[config.mk]
export PLATFORM = sky130hd
export DESIGN_NAME = spatz_vsldu_sequencer
export DESIGN_NICKNAME = d
export VERILOG_FILES = /design/src/rtl/spatz_vsldu_sequencer.sv
export SDC_FILE = /design/constraint.sdc
export NUM_CORES = 1
export LEC_CHECK = 0
export BUFFER_PORTS_ARGS = -buffer_cell sky130_fd_sc_hd__clkbuf_2
export CAP_MARGIN = 20
export CORE_MARGIN = 2
export CORE_UTILIZATION = 25
export DETAILED_ROUTE_END_ITERATION = 7
export PLACE_DENSITY_LB_ADDON = 0.3
export SYNTH_ARGS = -nofsm -noshare
export SYNTH_HDL_FRONTEND = slang
export SYNTH_SLANG_ARGS = --single-unit
export TNS_END_PERCENT = 1
[constraint.sdc]
create_clock -name clk_i -period 3.4 [get_ports clk_i]
set_input_delay 0.85 -clock clk_i [delete_from_list [all_inputs] [get_ports clk_i]]
set_output_delay 0.85 -clock clk_i [all_outputs]
set_load 0.02 [all_outputs]
[src/rtl/spatz_vsldu_sequencer.sv]
// Purpose: in-order request queue and IDLE/ISSUE/WAIT sequencer feeding the single-issue vector slide unit.
// Latency: issue_valid_o rises 1 cycle after a queue pop; done_valid_o pulses 1 cycle after the matching response (or after a vl=0 pop).
// Backpressure: req_ready_o is a registered queue-not-full flag; issue fields are held stable until issue_ready_i.
// Optional: define SPATZ_VSLDU_SEQ_PERF_EN to add saturating perf_issued_o / perf_stall_o counters.
module spatz_vsldu_sequencer #(
  parameter int unsigned NrSlots      = 4,
  parameter int unsigned IdWidth      = 3,
  parameter int unsigned VlWidth      = 16,
  parameter int unsigned PayloadWidth = 64
) (
  input  logic                    clk_i,
  input  logic                    rst_ni,
  input  logic                    req_valid_i,
  output logic                    req_ready_o,
  input  logic [IdWidth-1:0]      req_id_i,
  input  logic [4:0]              req_vd_i,
  input  logic [4:0]              req_vs2_i,
  input  logic [VlWidth-1:0]      req_vl_i,
  input  logic [PayloadWidth-1:0] req_payload_i,
  output logic                    issue_valid_o,
  input  logic                    issue_ready_i,
  output logic [IdWidth-1:0]      issue_id_o,
  output logic [4:0]              issue_vd_o,
  output logic [4:0]              issue_vs2_o,
  output logic [VlWidth-1:0]      issue_vl_o,
  output logic [PayloadWidth-1:0] issue_payload_o,
  input  logic                    rsp_valid_i,
  input  logic [IdWidth-1:0]      rsp_id_i,
  output logic                    done_valid_o,
  output logic [IdWidth-1:0]      done_id_o,
  input  logic                    flush_i,
  output logic                    busy_o,
  output logic                    error_o
`ifdef SPATZ_VSLDU_SEQ_PERF_EN
  ,
  output logic [31:0]             perf_issued_o,
  output logic [31:0]             perf_stall_o
`endif
);

  localparam int unsigned PtrW = $clog2(NrSlots);
  localparam int unsigned CntW = PtrW + 1;

  typedef struct packed {
    logic [IdWidth-1:0]      id;
    logic [4:0]              vd;
    logic [4:0]              vs2;
    logic [VlWidth-1:0]      vl;
    logic [PayloadWidth-1:0] payload;
  } req_t;

  typedef enum logic [1:0] {IDLE, ISSUE, WAIT} state_e;

  req_t                mem_q [NrSlots];
  req_t                req_in, head, issue_q;
  logic [PtrW-1:0]     wr_ptr_q, rd_ptr_q;
  logic [CntW-1:0]     count_q, count_d;
  logic                ready_q, push, pop, head_vld, head_nz;
  state_e              state_q, state_d;
  logic                load_issue;
  logic                issue_valid_q, issue_valid_d;
  logic [IdWidth-1:0]  inflight_q, inflight_d;
  logic                done_valid_q, done_valid_d;
  logic [IdWidth-1:0]  done_id_q, done_id_d;
  logic                error_q, error_d;

  assign req_in   = '{id: req_id_i, vd: req_vd_i, vs2: req_vs2_i, vl: req_vl_i, payload: req_payload_i};
  assign head     = mem_q[rd_ptr_q];
  assign head_vld = (count_q != '0);
  assign head_nz  = head_vld && (head.vl != '0);
  assign push     = req_valid_i && ready_q;

  // Next occupancy; a flush empties the queue regardless of concurrent push/pop.
  always_comb begin
    count_d = count_q;
    if (flush_i) count_d = '0;
    else         count_d = count_q + CntW'(push) - CntW'(pop);
  end

  // Queue storage: data path only, no reset needed.
  always_ff @(posedge clk_i) begin
    if (push && !flush_i) mem_q[wr_ptr_q] <= req_in;
  end

  // Queue pointers, count and the registered not-full flag.
  always_ff @(posedge clk_i or negedge rst_ni) begin
    if (!rst_ni) begin
      wr_ptr_q <= '0;
      rd_ptr_q <= '0;
      count_q  <= '0;
      ready_q  <= 1'b0;
    end else begin
      count_q <= count_d;
      ready_q <= (count_d != CntW'(NrSlots));
      if (flush_i) begin
        wr_ptr_q <= '0;
        rd_ptr_q <= '0;
      end else begin
        if (push) wr_ptr_q <= wr_ptr_q + PtrW'(1);
        if (pop)  rd_ptr_q <= rd_ptr_q + PtrW'(1);
      end
    end
  end

  // Sequencer next state: pop/issue, handshake, response matching and error detection.
  always_comb begin
    state_d       = state_q;
    pop           = 1'b0;
    load_issue    = 1'b0;
    issue_valid_d = issue_valid_q;
    inflight_d    = inflight_q;
    done_valid_d  = 1'b0;
    done_id_d     = '0;
    error_d       = error_q;
    unique case (state_q)
      IDLE: begin
        if (rsp_valid_i) error_d = 1'b1;
        if (head_vld) begin
          pop = 1'b1;
          if (head_nz) begin
            load_issue    = 1'b1;
            issue_valid_d = 1'b1;
            state_d       = ISSUE;
          end else begin
            // Zero-length request retires without touching the slide unit.
            done_valid_d = 1'b1;
            done_id_d    = head.id;
          end
        end
      end
      ISSUE: begin
        if (rsp_valid_i) error_d = 1'b1;
        if (issue_ready_i) begin
          issue_valid_d = 1'b0;
          inflight_d    = issue_q.id;
          state_d       = WAIT;
        end
      end
      WAIT: begin
        if (rsp_valid_i) begin
          if (rsp_id_i == inflight_q) begin
            done_valid_d = 1'b1;
            done_id_d    = inflight_q;
            if (head_nz) begin
              pop           = 1'b1;
              load_issue    = 1'b1;
              issue_valid_d = 1'b1;
              state_d       = ISSUE;
            end else begin
              state_d = IDLE;
            end
          end else begin
            error_d = 1'b1;
          end
        end
      end
      default: state_d = IDLE;
    endcase
  end

  // Sequencer registers: state, issue port, in-flight tag, done pulse, sticky error.
  always_ff @(posedge clk_i or negedge rst_ni) begin
    if (!rst_ni) begin
      state_q       <= IDLE;
      issue_q       <= '0;
      issue_valid_q <= 1'b0;
      inflight_q    <= '0;
      done_valid_q  <= 1'b0;
      done_id_q     <= '0;
      error_q       <= 1'b0;
    end else begin
      state_q       <= state_d;
      if (load_issue) issue_q <= head;
      issue_valid_q <= issue_valid_d;
      inflight_q    <= inflight_d;
      done_valid_q  <= done_valid_d;
      done_id_q     <= done_id_d;
      error_q       <= error_d;
    end
  end

  assign req_ready_o     = ready_q;
  assign issue_valid_o   = issue_valid_q;
  assign issue_id_o      = issue_q.id;
  assign issue_vd_o      = issue_q.vd;
  assign issue_vs2_o     = issue_q.vs2;
  assign issue_vl_o      = issue_q.vl;
  assign issue_payload_o = issue_q.payload;
  assign done_valid_o    = done_valid_q;
  assign done_id_o       = done_id_q;
  assign error_o         = error_q;
  assign busy_o          = head_vld || (state_q != IDLE);

`ifdef SPATZ_VSLDU_SEQ_PERF_EN
  logic [31:0] perf_issued_q, perf_stall_q;

  // Saturating counters for issue handshakes and issue stall cycles.
  always_ff @(posedge clk_i or negedge rst_ni) begin
    if (!rst_ni) begin
      perf_issued_q <= '0;
      perf_stall_q  <= '0;
    end else begin
      if (issue_valid_q && issue_ready_i && (perf_issued_q != '1))
        perf_issued_q <= perf_issued_q + 32'd1;
      if (issue_valid_q && !issue_ready_i && (perf_stall_q != '1))
        perf_stall_q <= perf_stall_q + 32'd1;
    end
  end

  assign perf_issued_o = perf_issued_q;
  assign perf_stall_o  = perf_stall_q;
`endif

endmodule
Word level (Yosys, flattened, before mapping)
Memories as Yosys holds them, arrays and structs flattened.
Index checks and enable logic that the tools add are counted.
- add/sub/neg operators: 4
- equal/unequal tests: 11
- multiplexer cells: 41
- reductions and logical operators: 18
- operators by type and width (operator ; number):
    1-bit 2-to-1 mux ; 20
    2-bit 2-to-1 mux ; 9
    16-bit nonzero test ; 1
    3-bit 2-to-1 mux ; 5
    2-bit inequality test (second input constant) ; 6
    5-bit AND reduction ; 2
    1-bit case mux with 2 select lines ; 4
    2-bit nonzero test ; 4
    2-bit case mux with 3 select lines ; 1
    3-bit case mux with 2 select lines ; 1
    3-bit nonzero test ; 2
    2-bit by 1-bit adder with 2-bit output (second input constant) ; 2
    4-bit AND reduction ; 1
    3-bit by 1-bit adder with 3-bit output ; 1
    3-bit equality test ; 1
    1-bit logical AND ; 3
    3-bit inequality test (second input constant) ; 1
    1-bit case mux with 3 select lines ; 1
    3-bit by 1-bit subtractor with 3-bit output ; 1
    2-bit by 1-bit equality test with 1-bit output (second input constant) ; 1
    2-bit equality test (second input constant) ; 1
    2-bit zero test ; 1
    2-bit by 1-bit inequality test with 1-bit output (second input constant) ; 1
    2-bit AND reduction ; 1
    other kinds (3) ; 3
- register bits after elaboration: 112
- bits in writable memories: 372
- input bits: 102
- output and inout bits: 101
- word-level logic and storage cells: 90
- memories: 1
- memory list (name ; words ; width ; read ports ; clocked after memory_dff ; wr ports ; RTL line ; RTL):
    mem_q ; 4 ; 93 ; 1 ; 0 ; 1 ; 54 ; req_t mem_q [NrSlots];

Logic depth before layout (Yosys ltp)
Gate-level depths: netlist of the first run.
An unclocked memory read counts as a cell.
- depth after elaboration: 10
- mapped depth: 15
- gate-level depth less buffers: 13

Least setup slack after synthesis of the first run
OpenSTA, ideal clock, no wires.
- path type: input to register
- start point: in flush_i
- end point: mem mem_q[0][0] (netlist bit), enable pin
- library setup time: 0.462 ns
- arrival: 3.391 ns
- data required time: 2.938 ns
- setup slack: -0.454 ns
- stages: 3
- buffers on the path: 1
- cell sequence: clkbuf_1 -> nor2_1 -> and2_1
- longest elaborated chain between the ends: 4
- ends and longest elaborated chain (item ; RTL line ; RTL):
    start, declared ; 31 ; input logic flush_i,
    1-bit zero test ; 82 ; if (push && !flush_i) mem_q[wr_ptr_q] <= req_in;
    1-bit logical AND ; 82 ;
    1-bit 2-to-1 mux ; 82 ;
    1-bit 2-to-1 mux (implied by the code) ; 82 ;
    end, declared ; 54 ;
Every way passes these cells.

Final worst setup path of the first run
- start point: reg rd_ptr_q[0]
- end point: reg ready_q, in the netlist req_ready_o
- longest elaborated chain between the ends: 10
- ends and longest elaborated chain (item ; RTL line ; RTL):
    start, declared ; 56 ; logic [PtrW-1:0] wr_ptr_q, rd_ptr_q;
    start signal, assigned ; 100 ; if (pop) rd_ptr_q <= rd_ptr_q + PtrW'(1);
    memory 4 x 93 bit ; - ;
    16-bit nonzero test ; 70 ; assign head_nz = head_vld && (head.vl != '0);
    1-bit logical AND ; 70 ;
    1-bit 2-to-1 mux ; 144 ; if (head_nz) begin
    1-bit 2-to-1 mux ; 141 ; if (rsp_id_i == inflight_q) begin
    1-bit 2-to-1 mux ; 140 ; if (rsp_valid_i) begin
    1-bit case mux with 2 select lines ; 115 ; unique case (state_q)
    3-bit by 1-bit subtractor with 3-bit output ; 77 ; else count_d = count_q + CntW'(push) - CntW'(pop);
    3-bit 2-to-1 mux ; 76 ; if (flush_i) count_d = '0;
    named net count_d[1] ; 57 ; logic [CntW-1:0] count_q, count_d;
    3-bit inequality test ; 94 ; ready_q <= (count_d != CntW'(NrSlots));
    end signal, assigned ; 94 ;
    end, declared ; 58 ; logic ready_q, push, pop, head_vld, head_nz;
The timed path passes the listed nets, and every way through them passes these cells.
A chain may end at the register's enable or synchronous reset.

==> qor.txt, run 1 <==
Status: completed
CTS tree: yes
Sw Ratio: 30.2%
Initial core utilization: 25.1%
Post-DR wirelength/cell: 19.6 um
Worst path max stage delay: 0.55 ns
Fin. max-slew vios: 0
Commonest cells after routing, fill and taps aside: edfxtp_1 (372), clkbuf_2 (201), dfrtp_1 (110), mux4_2 (93), clkbuf_16 (55)
Critical-path top delay cell: mux4_2
Slew @ Worst Pin: 0.628 ns
CTS Hold Buffers Added: 0
Final wirelength: 40,300 um
Final setup viols: 0
Syn-to-layout area delta: 25.3%
WS Path Type: flop to flop
Buf+Inv Stages, Crit Path: 5
CTS H-tree lvls: 2
Hold crit path type: input port to asynchronous set/reset pin
CP Capture Type: flop
Min Tclk post-route: 3.34 ns
Synth async-reset ratio: 23.1%
Synth Cell Area: 0.0179 mm2
IO buf count: 202
Vias: 8,588
Clk_lat worst skew: 0.61 ns
Period utilization: 98.3%
Grt ovf: 0
Max Cap Viol: 0
Longest Clk Path Bufs: 3
Detailed placement HPWL: 24,200 um
Unrepaired setup endpoints after global routing: true
Ports: 203
CP Launch Type: flop
Leakage power: 7.86 nW
Worst Skew: 0.0235 ns
Crit path required time: 3.89 ns
Sequential share of power: 40.7%
Clock root buffer: clkbuf_16
Pre-antenna DRT Iters: 4
Syn Area/Cell: 22.7 um2
Most common cell after layout, fill and taps aside: edfxtp_1
Final Hold Vio Count: 0
Final net count: 1,168
CTS clock-pin slew for the worst setup and hold paths: 0.06 ns
P_int: 0.0135 W
Switching power: 0.00583 W
Clock power frac: 31.4%
Vias per inst: 4.18
Seq/Total Area, Yosys: 78.2%
Gr usage total: 10.9%
Max Fclk: 299 MHz
#FFs+latches synth: 484
Antenna Nets Post-Route: 0
Unique cell type count in the Yosys netlist: 37
Antenna cells: 0
Num CTS Buffers: 55
Initial DRC Count: 406
Share of cells above drive strength 1: 44.3%
Number of synthesized flops with an enable pin: 372
Largest net degree at the start of global routing: 63
Cell Chain, Critical Path: buf_12 -> mux4_2 -> nor4_4 -> buf_4 -> nand2_2 -> nor2_2 -> buf_6 -> o21bai_1 -> ha_1 -> inv_1 -> ha_1 -> inv_1 -> fa_2 -> nor2_1 -> nor2_1 -> nand2_1
Post-Place Cells: 1,947
Worst Hold Slack: 0.194 ns
Yosys warns: 0
Non-Filler Instances: 2,055
Top Family by Delay on Critical Path: adder cells
Syn Nets: 896
Initial antenna violation count: 2
Worst VDD drop: 0.441 mV
Core box area: 0.0711 mm2
CP arrival: 3.83 ns
Global-route wire length before repair: 59,500 um
Worst rel slew slack: 58.1%
Setup WS pre-CTS: -0.270 ns
Setup TNS: 0 ns
Die ar.: 0.0736 mm2
Crit-path max FO: 13
Mapped Cells: 787
Die Ht: 271 um
Gate power share: 27.9%
Pwr Density: 863 mW/mm2
Clock sink count: 484
DRC viols: 0
Core Rows: 98
GPL Wtd Cong: 0.716
Setup slack after layout: 0.0589 ns
Ys flop type: edfxtp_1
Vias in the first global route: 9,193
Fill count: 6,905
Die extent in x: 271 um
==> registers in the layout, indices dropped and copies added, names as in the netlist, 2 cells and up <==
signal           count
done_id_o            3
issue_payload_o     64
issue_vl_o          16
issue_vd_o           5
count_q              3
state_q              2
wr_ptr_q             2
issue_id_o           3
mem_q              372
issue_vs2_o          5
rd_ptr_q             2
inflight_q           3
==> routing by layer <==
| layer | share of wire [%] | GRT usage, % | routed length, um | up-vias |
|---|---|---|---|---|
| met1 | 44 | 14.0 | 17600 | 4569 |
| met5 | 0.075 | 0 | 30 | - |
| met4 | 2.6 | 3.60 | 1030 | 4 |
| met2 | 48 | 17.8 | 19300 | 185 |
| li1 | - | - | - | 3756 |
| met3 | 5.7 | 3.05 | 2280 | 74 |
==> through the flow <==
stage / total power (W) / cell area [um2] / util (%)
2_1_floorplan: 0.0115 / 17900 / -
3_3_place_gp: 0.0134 / 20400 / 28.7
3_5_place_dp: 0.0134 / 20400 / 28.7
4_1_cts: 0.0196 / 22300 / 31.4
5_1_grt: 0.0203 / 22400 / 31.5
6_report: 0.0193 / 22400 / 31.5
==> power by group through the flow <==
stage	Sequential (W)	Combinational, W	Clock, W
after CTS	0.00787	0.00550	0.00625
after detailed placement	0.00798	0.00545	0
after global routing	0.00796	0.00584	0.00648
after floorplan	0.00854	0.00293	0
final	0.00785	0.00539	0.00607
after global placement	0.00796	0.00542	0
==> kinds of logic after synthesis <==
logic type	after synthesis	share of synthesized area (%)
flip-flops	484	78.2
multiplexers	189	17.8
AND/OR/NAND/NOR	49	1.44
buffers and inverters	37	1.09
AO/OA/AOI/OAI	15	0.651
adder cells (fa/ha/maj)	7	0.532
XOR/XNOR	6	0.294
==> worst paths after layout <==
check | from | to | slack, ns | cells after the start
max | rd_ptr_q[0] | req_ready_o | 0.06 | 16
min | rst_ni | issue_vs2_o[0] | 0.19 | 2
max reg2reg | rd_ptr_q[0] | req_ready_o | 0.06 | 16
min reg2reg | issue_payload_o[57] | issue_payload_o[57] | 0.49 | 1
max in group asynchronous | rst_ni | rd_ptr_q[1] | 2.79 | 2
min in group clk_i | req_payload_i[21] | mem_q[2][21] | 0.45 | 1
==> Yosys cell counts, types with 3 or more instances <==
cell type	count	area, um2
nor3_1	4	20.0
clkbuf_1	18	67.6
dfrtp_1	112	2800
o21ai_0	3	15.0
nor2_1	11	41.3
nor3b_1	4	30.0
buf_6	6	67.6
inv_1	4	15.0
nand3_1	4	20.0
nand2_1	9	33.8
buf_2	6	30.0
edfxtp_1	372	11200
xor2_1	4	35.0
a32o_1	3	30.0
nor4_1	3	18.8
mux2_2	48	541
mux2_1	48	541
ha_1	6	75.1
and2_1	6	37.5
mux4_2	93	2090
==> timing repair <==
action                                  CTS  global route
endpoints found under the setup margin    1             3
gates resized for setup                   3            11
buffers inserted                          4             1
pin swaps                                 0             2
==> final cells by class <==
type | instances | area, um2 | share of cell area (%)
inverters | 4 | 15.0 | 0.0671
flip-flops and latches | 484 | 14000 | 62.4
clock buffers | 79 | 1560 | 6.95
repair buffers | 248 | 1550 | 6.90
multi-input cells | 266 | 3770 | 16.8
well taps | 950 | 1190 | 5.31
clock inverters | 24 | 330 | 1.48
Power figures use the tool's default switching activity.
==> run 2, diff against run 1 <==
--- a/config.mk
+++ b/config.mk
@@ -7,6 +7,8 @@
 export LEC_CHECK = 0
 export BUFFER_PORTS_ARGS = -buffer_cell sky130_fd_sc_hd__clkbuf_2
 export CAP_MARGIN = 20
+export CELL_PAD_IN_SITES_DETAIL_PLACEMENT = 0
+export CELL_PAD_IN_SITES_GLOBAL_PLACEMENT = 1
 export CORE_MARGIN = 2
 export CORE_UTILIZATION = 25
 export DETAILED_ROUTE_END_ITERATION = 7
==> run 2 against run 1 <==
Compared with the run above:
- hold slack improved by 0.085 ns
- via count fell by 1.2%
- cell count fell by 0.49%
- total power fell by 1.3%
- die area did not move
- clock power fell by 2%
- non-clock buffer count fell by 11
- sequential share of layout area rose by 0.45 points
- register-to-register slack improved by 0.05 ns
- worst setup slack improved by 0.049 ns
- count of clock-buffer cells in the layout fell by 7
==> qor.txt, run 2 (synthesis gave the netlist of run 1 again) <==
Status: completed
CP arrival: 3.76 ns (-0.07 ns)
Vias per inst: 4.15 (-0.76%)
Post-DR wirelength/cell: 19.7 um (+0.71%)
Ports: 203 (unchanged)
Clock sink count: 484 (unchanged)
Die ar.: 0.0736 mm2 (unchanged)
CP Launch Type: flop
Setup slack after layout: 0.108 ns (+0.0493 ns)
Core box area: 0.0711 mm2 (unchanged)
Global-route wire length before repair: 59,900 um (+0.57%)
Critical path destination: req_ready_o
Final setup viols: 0 (unchanged)
CP Capture Type: flop
WS Path Type: flop to flop
Clk_lat worst skew: 0.61 ns (about the same)
Final wirelength: 40,300 um (+0.22%)
Share of cells above drive strength 1: 43.7% (-0.51 points)
CTS Hold Buffers Added: 0 (unchanged)
Final net count: 1,157 (-0.94%)
Hold crit path type: input port to asynchronous set/reset pin
Die Ht: 271 um (unchanged)
Post-Place Cells: 1,938 (-0.46%)
Critical-path top delay cell: fa_2
Final Hold Vio Count: 0 (unchanged)
Antenna cells: 0 (unchanged)
GPL Wtd Cong: 0.685 (-4.3%)
Antenna Nets Post-Route: 0 (unchanged)
Setup WS pre-CTS: -0.253 ns (+0.0169 ns)
Max Cap Viol: 0 (unchanged)
Cell Chain, Critical Path: buf_12 -> buf_4 -> mux4_2 -> nor4_4 -> nand3_2 -> nor2_4 -> o21bai_1 -> ha_1 -> inv_1 -> ha_1 -> inv_1 -> fa_2 -> nor2_1 -> nor2_1 -> nand2_1
Crit-path max FO: 7 (-6)
Vias: 8,481 (-1.2%)
Non-Filler Instances: 2,045 (-0.49%)
Core Rows: 98 (unchanged)
Num CTS Buffers: 55 (unchanged)
CTS clock-pin slew for the worst setup and hold paths: 0.06 ns (about the same)
Detailed placement HPWL: 23,600 um (-2.9%)
Slew @ Worst Pin: 0.821 ns (+0.193 ns)
Longest Clk Path Bufs: 3 (unchanged)
Initial core utilization: 25.1% (unchanged)
Syn-to-layout area delta: 24.4%
Power Total: 0.0191 W (-1.3%)
Initial antenna violation count: 5 (+3)
Min Tclk post-route: 3.29 ns (-0.0493 ns)
Largest register FFs: 372 (unchanged)
Period utilization: 96.8% (-1.5 points)
Grt ovf: 0 (unchanged)
Reg2reg setup slack: 0.11 ns (+0.05 ns)
Fin. max-slew vios: 0 (unchanged)
Die extent in x: 271 um (unchanged)
Vias in the first global route: 9,205 (+0.13%)
RR Startpoint: rd_ptr_q[0]
Number of cells on the worst reg-to-reg path: 15 (-1)
Crit path required time: 3.87 ns (-0.02 ns)
Worst Skew: 0.0314 ns (+0.00792 ns)
Placed inst area: 0.0203 mm2 (-0.39%)
Worst VDD drop: 0.500 mV (+13%)
CTS H-tree lvls: 2 (unchanged)
Pre-antenna DRT Iters: 4 (unchanged)
Critical Path Start: rd_ptr_q[0]
DRC viols: 0 (unchanged)
Top reg by flops: mem_q
Pwr Density: 858 mW/mm2 (-0.56%)
Worst rel slew slack: 45.3% (-13 points)
Largest net degree at the start of global routing: 59 (-6.3%)
Leakage power: 7.77 nW (-1.1%)
CTS tree: yes
Most common cell after layout, fill and taps aside: edfxtp_1
Max Fclk: 304 MHz (+1.5%)
Commonest cells after routing, fill and taps aside: edfxtp_1 (372), clkbuf_2 (201), dfrtp_1 (110), mux4_2 (93), clkbuf_16 (55)
FF-to-FF End: req_ready_o
Gr usage total: 10.9% (about the same)
Clock root buffer: clkbuf_16
Worst path max stage delay: 0.52 ns (-0.03 ns)
Initial DRC Count: 419 (+3.2%)
Design Area, Final: 0.0222 mm2 (-0.72%)
IO buf count: 202 (unchanged)
Fill count: 6,940 (+0.51%)
Unrepaired setup endpoints after global routing: true
-- run 2: how the worst min path moves through the flow --
stage                         end  slack [ns]  cells past startpoint
detailed placement        error_o        0.45                      1
global placement          error_o        0.45                      1
floorplan            done_id_o[1]        0.50                      1
global route        issue_vl_o[6]        0.29                      1
CTS                 issue_vl_o[6]        0.27                      1
finish              issue_vl_o[6]        0.28                      1
-- run 2: report_power, final --
part | internal, W | switching [W] | total, W
clock | 0.00347 | 0.00245 | 0.00592
sequential | 0.00735 | 0.000485 | 0.00784
combinational | 0.00243 | 0.00288 | 0.00531
-- run 2: critical path, delay by kind of cell, from the launching register on --
family	cells	cell delay (ns)
AOI/OAI and AO/OA	1	0.07
adders and majority gates	3	0.92
buffers and inverters	4	0.41
DFF	1	0.51
muxes	1	0.46
and+or+nand+nor	6	0.79
-- run 2: what timing repair did --
action / in CTS / in global routing
endpoints found under the setup margin: 0 / 2
setup buffers: 0 / 3
hold endpoints to repair: 0 / 0
resized for setup: 0 / 12
-- run 2: area by class of cell --
type                    count  area [um2]  area share [%]
repair buffers            237        1450            6.52
clock inverters            32         313            1.41
well taps                 950        1190            5.35
multi-input cells         266        3760            16.9
flip-flops and latches    484       14000            62.9
inverters                   4        15.0          0.0675
clock buffers              72        1520            6.84
-- run 2: metal layers --
layer  vias to the layer above  track usage, %  share of wire [%]
met5                         -               0               0.17
met4                        10            3.24                2.2
met3                        75            3.32                6.5
met2                       183            18.0                 48
met1                      4476            13.8                 43
li1                       3737               -                  -
-- run 2: stage by stage --
stage	utilization (%)	TNS, ns	hold WS (ns)
after floorplan	-	-126.57	0.501
after global placement	28.6	-0.530	0.447
after detailed placement	28.6	-0.525	0.448
after CTS	31.1	0	0.274
after global routing	31.3	-0.0692	0.288
final	31.3	0	0.279
